**src/rtl/aes_reg_master_if.sv**
```systemverilog
// REG_BUS initiator/target signal bundle: one transfer per valid&ready edge,
// with read data and error returned on that same edge.
interface aes_reg_master_if #(
  parameter int ADDR_WIDTH = 32,
  parameter int DATA_WIDTH = 32
);
  logic [ADDR_WIDTH-1:0] addr;
  logic                  write;
  logic [DATA_WIDTH-1:0] wdata;
  logic [3:0]            wstrb;
  logic                  valid;
  logic [DATA_WIDTH-1:0] rdata;
  logic                  ready;
  logic                  error;

  modport master (output addr, write, wdata, wstrb, valid,
                  input  rdata, ready, error);
  modport slave  (input  addr, write, wdata, wstrb, valid,
                  output rdata, ready, error);
endinterface

```
**src/rtl/aes_reg_master.sv**
```systemverilog
// Runs one AES-192 job (plaintext, optional key slot load, select, start, poll, readback)
// on the peripheral register map per core request; one idle bus cycle after every completion.
module aes_reg_master #(
  parameter logic [31:0] BASE_ADDR  = 32'h0,
  parameter int unsigned POLL_MAX   = 256,
  parameter int          ADDR_WIDTH = 32,
  parameter int          DATA_WIDTH = 32
) (
  input  logic          clk_i,
  input  logic          rst_ni,
  input  logic          req_valid_i,
  output logic          req_ready_o,
  input  logic [127:0]  pt_i,
  input  logic [191:0]  key_i,
  input  logic [1:0]    key_slot_i,
  input  logic          key_load_i,
  output logic          resp_valid_o,
  input  logic          resp_ready_i,
  output logic [127:0]  ct_o,
  output logic [1:0]    resp_err_o,
  output logic          busy_o,
  aes_reg_master_if.master bus
);

  typedef enum logic [3:0] {
    S_IDLE, S_WR_PT, S_WR_KEY, S_WR_SEL, S_START_HI,
    S_START_LO, S_POLL, S_RD_CT, S_RESP
  } state_t;

  state_t                r_state, w_state_nxt;
  logic [2:0]            r_idx, w_idx_nxt;
  logic                  r_vld, w_vld_nxt;
  logic [15:0]           r_poll_cnt, w_poll_nxt, w_poll_inc;
  logic [1:0]            r_err, w_err_nxt;
  logic [127:0]          r_pt, r_ct;
  logic [191:0]          r_key;
  logic [1:0]            r_slot;
  logic                  r_kload;
  logic                  w_cpl, w_accept, w_ct_clr, w_ct_cap;
  logic [5:0]            w_off, w_key_base;
  logic                  w_write;
  logic [DATA_WIDTH-1:0] w_wdata;

  assign req_ready_o  = (r_state == S_IDLE);
  assign busy_o       = (r_state != S_IDLE);
  assign resp_valid_o = (r_state == S_RESP);
  assign resp_err_o   = r_err;
  assign ct_o         = r_ct;

  assign w_accept   = req_valid_i & req_ready_o;
  assign w_cpl      = r_vld & bus.ready;
  assign w_poll_inc = r_poll_cnt + 16'd1;

  // Address and data are decoded from the registered state, so they cannot move while valid is up.
  assign bus.valid = r_vld;
  assign bus.addr  = r_vld ? (ADDR_WIDTH'(BASE_ADDR) + (ADDR_WIDTH'(w_off) << 2)) : '0;
  assign bus.write = r_vld & w_write;
  assign bus.wdata = r_vld ? w_wdata : '0;
  assign bus.wstrb = 4'hF;

  always_comb begin
    case (r_slot)
      2'd0:    w_key_base = 6'd5;
      2'd1:    w_key_base = 6'd20;
      default: w_key_base = 6'd26;
    endcase
  end

  always_ff @(posedge clk_i or negedge rst_ni) begin
    if (!rst_ni) begin
      r_state    <= S_IDLE;
      r_idx      <= 3'd0;
      r_vld      <= 1'b0;
      r_poll_cnt <= 16'd0;
      r_err      <= 2'd0;
    end else begin
      r_state    <= w_state_nxt;
      r_idx      <= w_idx_nxt;
      r_vld      <= w_vld_nxt;
      r_poll_cnt <= w_poll_nxt;
      r_err      <= w_err_nxt;
    end
  end

  always_comb begin
    w_state_nxt = r_state;
    w_idx_nxt   = r_idx;
    w_poll_nxt  = r_poll_cnt;
    w_err_nxt   = r_err;
    w_ct_clr    = 1'b0;
    w_ct_cap    = 1'b0;
    w_off       = 6'd0;
    w_write     = 1'b0;
    w_wdata     = '0;
    w_vld_nxt   = 1'b0;
    case (r_state)
      S_IDLE: begin
        if (req_valid_i) begin
          w_state_nxt = S_WR_PT;
          w_idx_nxt   = 3'd0;
          w_err_nxt   = 2'd0;
        end
      end
      S_WR_PT: begin
        w_off   = 6'd1 + {3'b0, r_idx};
        w_write = 1'b1;
        w_wdata = r_pt[{r_idx[1:0], 5'b0} +: 32];
        if (w_cpl) begin
          if (r_idx == 3'd3) begin
            w_idx_nxt   = 3'd0;
            w_state_nxt = r_kload ? S_WR_KEY : S_WR_SEL;
          end else begin
            w_idx_nxt = r_idx + 3'd1;
          end
        end
      end
      S_WR_KEY: begin
        w_off   = w_key_base + {3'b0, r_idx};
        w_write = 1'b1;
        w_wdata = r_key[{r_idx, 5'b0} +: 32];
        if (w_cpl) begin
          if (r_idx == 3'd5) begin
            w_idx_nxt   = 3'd0;
            w_state_nxt = S_WR_SEL;
          end else begin
            w_idx_nxt = r_idx + 3'd1;
          end
        end
      end
      S_WR_SEL: begin
        w_off   = 6'd32;
        w_write = 1'b1;
        w_wdata = {30'b0, r_slot};
        if (w_cpl) w_state_nxt = S_START_HI;
      end
      S_START_HI: begin
        w_off   = 6'd0;
        w_write = 1'b1;
        w_wdata = 32'd1;
        if (w_cpl) w_state_nxt = S_START_LO;
      end
      S_START_LO: begin
        w_off   = 6'd0;
        w_write = 1'b1;
        w_wdata = 32'd0;
        if (w_cpl) begin
          w_state_nxt = S_POLL;
          w_poll_nxt  = 16'd0;
        end
      end
      S_POLL: begin
        w_off = 6'd11;
        if (w_cpl) begin
          if (bus.rdata[0]) begin
            w_state_nxt = S_RD_CT;
            w_idx_nxt   = 3'd0;
          end else begin
            w_poll_nxt = w_poll_inc;
            if (32'(w_poll_inc) >= POLL_MAX) begin
              w_state_nxt = S_RESP;
              w_err_nxt   = 2'd2;
              w_ct_clr    = 1'b1;
            end
          end
        end
      end
      S_RD_CT: begin
        w_off = 6'd12 + {3'b0, r_idx};
        if (w_cpl) begin
          w_ct_cap  = 1'b1;
          w_idx_nxt = r_idx + 3'd1;
          if (r_idx == 3'd3) w_state_nxt = S_RESP;
        end
      end
      S_RESP: begin
        if (resp_ready_i) w_state_nxt = S_IDLE;
      end
      default: w_state_nxt = S_IDLE;
    endcase
    // A bus error on any completion overrides whatever the state decided.
    if (w_cpl && bus.error) begin
      w_state_nxt = S_RESP;
      w_err_nxt   = 2'd1;
      w_ct_clr    = 1'b1;
      w_ct_cap    = 1'b0;
    end
    w_vld_nxt = (w_state_nxt != S_IDLE) && (w_state_nxt != S_RESP) && !w_cpl;
  end

  always_ff @(posedge clk_i or negedge rst_ni) begin
    if (!rst_ni) begin
      r_pt    <= '0;
      r_key   <= '0;
      r_slot  <= 2'd0;
      r_kload <= 1'b0;
      r_ct    <= '0;
    end else begin
      if (w_accept) begin
        r_pt    <= pt_i;
        r_key   <= key_i;
        r_slot  <= (key_slot_i == 2'd3) ? 2'd2 : key_slot_i;
        r_kload <= key_load_i;
        r_ct    <= '0;
      end else if (w_ct_clr) begin
        r_ct <= '0;
      end else if (w_ct_cap) begin
        r_ct[{r_idx[1:0], 5'b0} +: 32] <= bus.rdata;
      end
    end
  end

endmodule
```
**src/flat_wrapper.sv**
```systemverilog
// flat-port wrapper written by rule: the top's interface ports become plain ports
module aes_reg_master_flat 
#(
  parameter logic [31:0] BASE_ADDR  = 32'h0,
  parameter int unsigned POLL_MAX   = 256,
  parameter int          ADDR_WIDTH = 32,
  parameter int          DATA_WIDTH = 32
)
  (clk_i, rst_ni, req_valid_i, req_ready_o, pt_i, key_i, key_slot_i, key_load_i, resp_valid_o, resp_ready_i, ct_o, resp_err_o, busy_o, bus_addr, bus_write, bus_wdata, bus_wstrb, bus_valid, bus_rdata, bus_ready, bus_error);
  aes_reg_master_if #(.ADDR_WIDTH(ADDR_WIDTH), .DATA_WIDTH(DATA_WIDTH)) bus_i ();
  input  logic clk_i;
  input  logic rst_ni;
  input  logic req_valid_i;
  output logic req_ready_o;
  input  logic [127:0] pt_i;
  input  logic [191:0] key_i;
  input  logic [1:0] key_slot_i;
  input  logic key_load_i;
  output logic resp_valid_o;
  input  logic resp_ready_i;
  output logic [127:0] ct_o;
  output logic [1:0] resp_err_o;
  output logic busy_o;
  output wire logic [$bits(bus_i.addr)-1:0] bus_addr;
  output wire logic [$bits(bus_i.write)-1:0] bus_write;
  output wire logic [$bits(bus_i.wdata)-1:0] bus_wdata;
  output wire logic [$bits(bus_i.wstrb)-1:0] bus_wstrb;
  output wire logic [$bits(bus_i.valid)-1:0] bus_valid;
  input wire logic [$bits(bus_i.rdata)-1:0] bus_rdata;
  input wire logic [$bits(bus_i.ready)-1:0] bus_ready;
  input wire logic [$bits(bus_i.error)-1:0] bus_error;
  assign bus_addr = bus_i.addr;
  assign bus_write = bus_i.write;
  assign bus_wdata = bus_i.wdata;
  assign bus_wstrb = bus_i.wstrb;
  assign bus_valid = bus_i.valid;
  assign bus_i.rdata = bus_rdata;
  assign bus_i.ready = bus_ready;
  assign bus_i.error = bus_error;
  aes_reg_master #(.BASE_ADDR(BASE_ADDR), .POLL_MAX(POLL_MAX), .ADDR_WIDTH(ADDR_WIDTH), .DATA_WIDTH(DATA_WIDTH)) u_core (.clk_i(clk_i), .rst_ni(rst_ni), .req_valid_i(req_valid_i), .req_ready_o(req_ready_o), .pt_i(pt_i), .key_i(key_i), .key_slot_i(key_slot_i), .key_load_i(key_load_i), .resp_valid_o(resp_valid_o), .resp_ready_i(resp_ready_i), .ct_o(ct_o), .resp_err_o(resp_err_o), .busy_o(busy_o), .bus(bus_i));
endmodule
```
**config.mk**
```make
export PLATFORM = sky130hd
export DESIGN_NAME = aes_reg_master_flat
export DESIGN_NICKNAME = d
export VERILOG_FILES = /design/src/rtl/aes_reg_master_if.sv /design/src/rtl/aes_reg_master.sv /design/src/flat_wrapper.sv
export SDC_FILE = /design/constraint.sdc
export NUM_CORES = 1
export LEC_CHECK = 0
export ABC_AREA = 1
export BUFFER_PORTS_ARGS = -buffer_cell sky130_fd_sc_hd__buf_2
export CAP_MARGIN = 30
export CORE_MARGIN = 2
export CORE_UTILIZATION = 40
export DETAILED_ROUTE_END_ITERATION = 8
export HOLD_SLACK_MARGIN = 0.02
export PLACE_DENSITY = 0.7
export SLEW_MARGIN = 10
export SYNTH_ARGS = -nofsm -noshare
export SYNTH_HDL_FRONTEND = slang
export SYNTH_SLANG_ARGS = --single-unit
```
**constraint.sdc**
```tcl
create_clock -name clk_i -period 5.8 [get_ports clk_i]
set_input_delay 0.87 -clock clk_i [delete_from_list [all_inputs] [get_ports clk_i]]
set_output_delay 0.87 -clock clk_i [all_outputs]
set_load 0.05 [all_outputs]
```
[Word level (Yosys, flattened, before mapping)]
Cells that the tools add are included.
Word-level totals
  register bits after elaboration: 477
  input bits: 361
  logic and storage cells: 120
Cells by class
  add/subtract/negate cells: 6
  $lt $le $gt $ge: 1
  equal/unequal tests: 25
  shifts and indexed selects: 4
  muxes and demuxes: 55
  bitwise gates (word level): 3
  reduce and logical (&&, ||, !) cells: 16
Operators with widths (count)
  $mux 128: 3
  $shiftx 192x9->32: 1
  $bwmux 128: 1
  $pmux 32 s4: 1
  $shift 32x9->128 const A: 1
  $shiftx 128x8->32: 1
  $shiftx 32x9->128: 1
  $mux 4: 15
  $mux 16: 3
  $pmux 4 s9: 1
  $mux 32: 1
  $pmux 16 s2: 1
  $pmux 6 s5: 1
  $mux 3: 8
  $add 16x1->16 const B: 1
  $eq 4x3->1 const B: 4
  $ge 16x9->1 const B: 1
  $pmux 3 s5: 1
  $mux 2: 6
  $mux 1: 10
  $ne 2x1->1 const B: 5
  $pmux 5 s2: 1
  $neg 7->9: 1
  $eq 4x2->1 const B: 2
  other kinds (30): 39

[Longest topological paths before layout]
  word-level depth: 10
  gate-level depth with buffers: 17
  depth with buffers taken out: 17

[Least setup slack after synthesis]
No wires, ideal clock.
  path kind: register to output
  from: reg u_core.r_idx[0]
  to: out bus_wdata[0]
  data arrival time: 2354 ps
  data required time: 4930 ps
  path slack: 2576 ps
  cell stages (with the launch flop): 8
  buffers on the path: 3
  path through: dfrtp_1 > buf_2 > clkbuf_1 > buf_1 > a21oi_1 > o21ai_0 > nand3_1 > a41oi_1
On the way
  cells in the longest elaborated chain, start to end: 3
RTL lines
  start, declared: line aes_reg_master.sv:31  | logic [2:0] r_idx, w_idx_nxt;
  start signal, assigned: line aes_reg_master.sv:78  | r_idx <= w_idx_nxt;
  $shiftx 192x9->32 or $shiftx 128x8->32 (tied branches): line aes_reg_master.sv:120, aes_reg_master.sv:107
  $pmux 32 s4 (*): line aes_reg_master.sv:96  | case (r_state)
  $mux 32 (*): line aes_reg_master.sv:58  | assign bus.wdata = r_vld ? w_wdata : '0;
  end, declared: line flat_wrapper.sv:26  | output wire logic [$bits(bus_i.wdata)-1:0] bus_wdata;
Mark *: on every way between the ends. The rest lies on a longest branch, timed or not.

[Final worst setup path]
  from: reg u_core.r_idx[0]
  to: out bus_wdata[26]
The elaborated chain is that of the path after synthesis.

==> flow_metrics.env <==
export IMPL_power_uw=14000
export IMPL_clk_path_buf_depth=3
export IMPL_finalHoldViolCount=0
export IMPL_postSynthAreaPerCell_um2=8.07
export IMPL_post_route_util=0.493
export IMPL_port_buffers=533
export IMPL_max_freq_ghz=0.219
export IMPL_postCtsSetupBuffers=0
export IMPL_wire_per_inst_um=19.6
export IMPL_drc=0
export IMPL_slew_headroom=0.302
export IMPL_core_area_um2=56200
export IMPL_vias=21018
export IMPL_ys_warn_count=0
export IMPL_grt_start_max_net_pins=178
export IMPL_drt_wl_total_um=79200
export IMPL_reg2regPathDepth=10
export IMPL_grt_pass1_wl_um=121000
export IMPL_drive_above_1_share=0.213
export IMPL_outcome="complete, no violations"
export IMPL_die_y_um=242
export IMPL_final_cell_mix="736 x nand2_1, 532 x buf_2, 475 x dfrtp_1"
export IMPL_antenna_found_initial=20
export IMPL_cts_max_level=2
export IMPL_syn_inst=2809
export IMPL_endpoint_kind="primary output"
export IMPL_fp_dieW_um=242
export IMPL_ios=564
export IMPL_synth_flop_cell="dfrtp_1"
export IMPL_first_pass_iters=6
export IMPL_root_buffer="clkbuf_16"
export IMPL_ctsResizeCount=0
export IMPL_fin_crit_sh=0.788
export IMPL_dp_cells=3930
export IMPL_setup_viol=0
export IMPL_layout_commonest_cell="nand2_1"
export IMPL_min_path_type="in2async"
export IMPL_crit_required_ps=4930
export IMPL_async_flop_share=1.00
export IMPL_critPathKind="reg2out"
export IMPL_syn2layout_area_growth_pct=22.3
export IMPL_synth_edf_count=0
export IMPL_synth_cell_types=44
export IMPL_rows=87
export IMPL_drt_iter0_drc=2310
export IMPL_power_leakage_uw=0.0142
export IMPL_fin_hold_ws_ps=138
export IMPL_place_gp_congestion=0.926
export IMPL_dp_hpwl_um=54700
export IMPL_drtAntennaViolNets=0
export IMPL_cap_violations=0
export IMPL_tns_ps=0
export IMPL_cts_tree="built"
export IMPL_final_cells=4046
export IMPL_die_area_um2=58600
export IMPL_cts_buffers_inserted=53
export IMPL_clk_pin_slew_ps=60
export IMPL_powerDensity_nw_per_um2=505
export IMPL_clkLatencyLatePin_ps=610
export IMPL_cts_hold_buf=0
export IMPL_synth_seq_cells=477
export IMPL_worst_ep_arrival_time_ps=3700
export IMPL_maxSlewViolCount=0
export IMPL_worstMarginPinSlew_ps=1050
export IMPL_fin_crit_ps=4570
export IMPL_grt_usage=0.266
export IMPL_overflow=0
export IMPL_yosysSeqAreaShare=0.527
export IMPL_cts_sinks=477
export IMPL_crit_fanout=74
export IMPL_vias_per_cell=5.19
export IMPL_fin_nets=3604
export IMPL_cp_start_kind="flip-flop"
export IMPL_grt_setup_unrepaired="false"
export IMPL_start_util=0.403
export IMPL_fin_skew_ps=32.7
export IMPL_vdd_drop_max_mv=0.286
export IMPL_synth_area_um2=22700
export IMPL_first_global_vias=20082
==> where the power goes <==
group          switching (uW)  internal (uW)
clock                    1470           2280
sequential                582           4470
combinational            3790           1410
total                    5850           8160
==> area by class of cell <==
type | count | area (um^2)
Fill cell | 5450 | 28500
Sequential cell | 477 | 11900
Multi-Input combinational cell | 1889 | 8840
Timing Repair Buffer | 563 | 3060
Clock buffer | 72 | 1520
Tap cell | 756 | 946
Inverter | 246 | 933
Clock inverter | 27 | 435
Antenna cell | 16 | 40.0
==> worst max-delay path: stages (launching register included) <==
cell	delay (ps)
dfrtp_4	930
inv_4	440
buf_4	390
a21oi_1	180
o21ai_0	100
a21oi_1	330
nor2_1	90
nor2_1	270
buf_2	330
==> cell families (layout without fill, tap and decap cells) <==
| family | count (synthesis) | after routing | synth area share |
|---|---|---|---|
| buffers and inverters | 471 | 908 | 0.0895 |
| DFF | 477 | 477 | 0.527 |
| and+or+nand+nor | 1034 | 1034 | 0.182 |
| xor gates and xnor gates | 4 | 4 | 0.00155 |
| other | 2 | 46 | 0.000331 |
| adders and majority gates | 13 | 13 | 0.00751 |
| AOI/OAI and AO/OA | 808 | 808 | 0.192 |
==> worst paths after layout <==
kind                                   start           endpoint  slack [ps]
setup / recovery             u_core.r_idx[0]      bus_wdata[26]        1230
hold / removal                        rst_ni    u_core.r_pt[16]         140
setup reg to reg           u_core.r_state[0]   u_core.ct_o[118]        2330
hold reg to reg              u_core.r_pt[28]    u_core.r_pt[28]         470
max in group asynchronous             rst_ni  u_core.r_state[2]        4380
min in group clk_i                key_i[138]  u_core.r_key[138]         450
==> metal layers <==
layer | up-vias | global-route usage | routed length [um]
met2 | 944 | 0.385 | 33800
met3 | 174 | 0.0528 | 6870
met5 | - | 0 | 59
li1 | 9917 | - | -
met1 | 9975 | 0.389 | 35100
met4 | 8 | 0.113 | 3350
==> sequential cells by signal (all words and copies together) (netlist names), 2 cells and up <==
register           count
u_core.ct_o          128
u_core.r_idx           3
u_core.r_key         192
u_core.r_poll_cnt     16
u_core.r_pt          128
u_core.r_slot          2
u_core.r_state         4
u_core.resp_err_o      2
==> per-stage QoR <==
| stage | cell area, um^2 | setup slack (ps) |
|---|---|---|
| 2_1_floorplan | 22800 | 2580 |
| 3_3_place_gp | 25600 | 1940 |
| 3_5_place_dp | 25700 | 1890 |
| 4_1_cts | 27600 | 1220 |
| 5_1_grt | 27700 | 1030 |
| 6_report | 27700 | 1230 |
==> cells in the mapped netlist, types with 8 or more instances <==
library cell	instances	area (um^2)
nand4_1	37	231
a21oi_1	254	1270
buf_2	60	300
buf_6	8	90.1
o21a_1	23	173
nand3_1	20	100
nor2_1	211	792
o22ai_1	8	50.1
a21oi_2	10	87.6
a22oi_1	61	458
o21ai_1	33	165
buf_4	33	248
inv_1	238	893
inv_2	8	30.0
o21ai_0	402	2010
nand2_1	736	2760
ha_1	12	150
buf_1	11	41.3
dfrtp_1	477	11900
clkbuf_1	113	424
(Power assumes the default switching activity.)
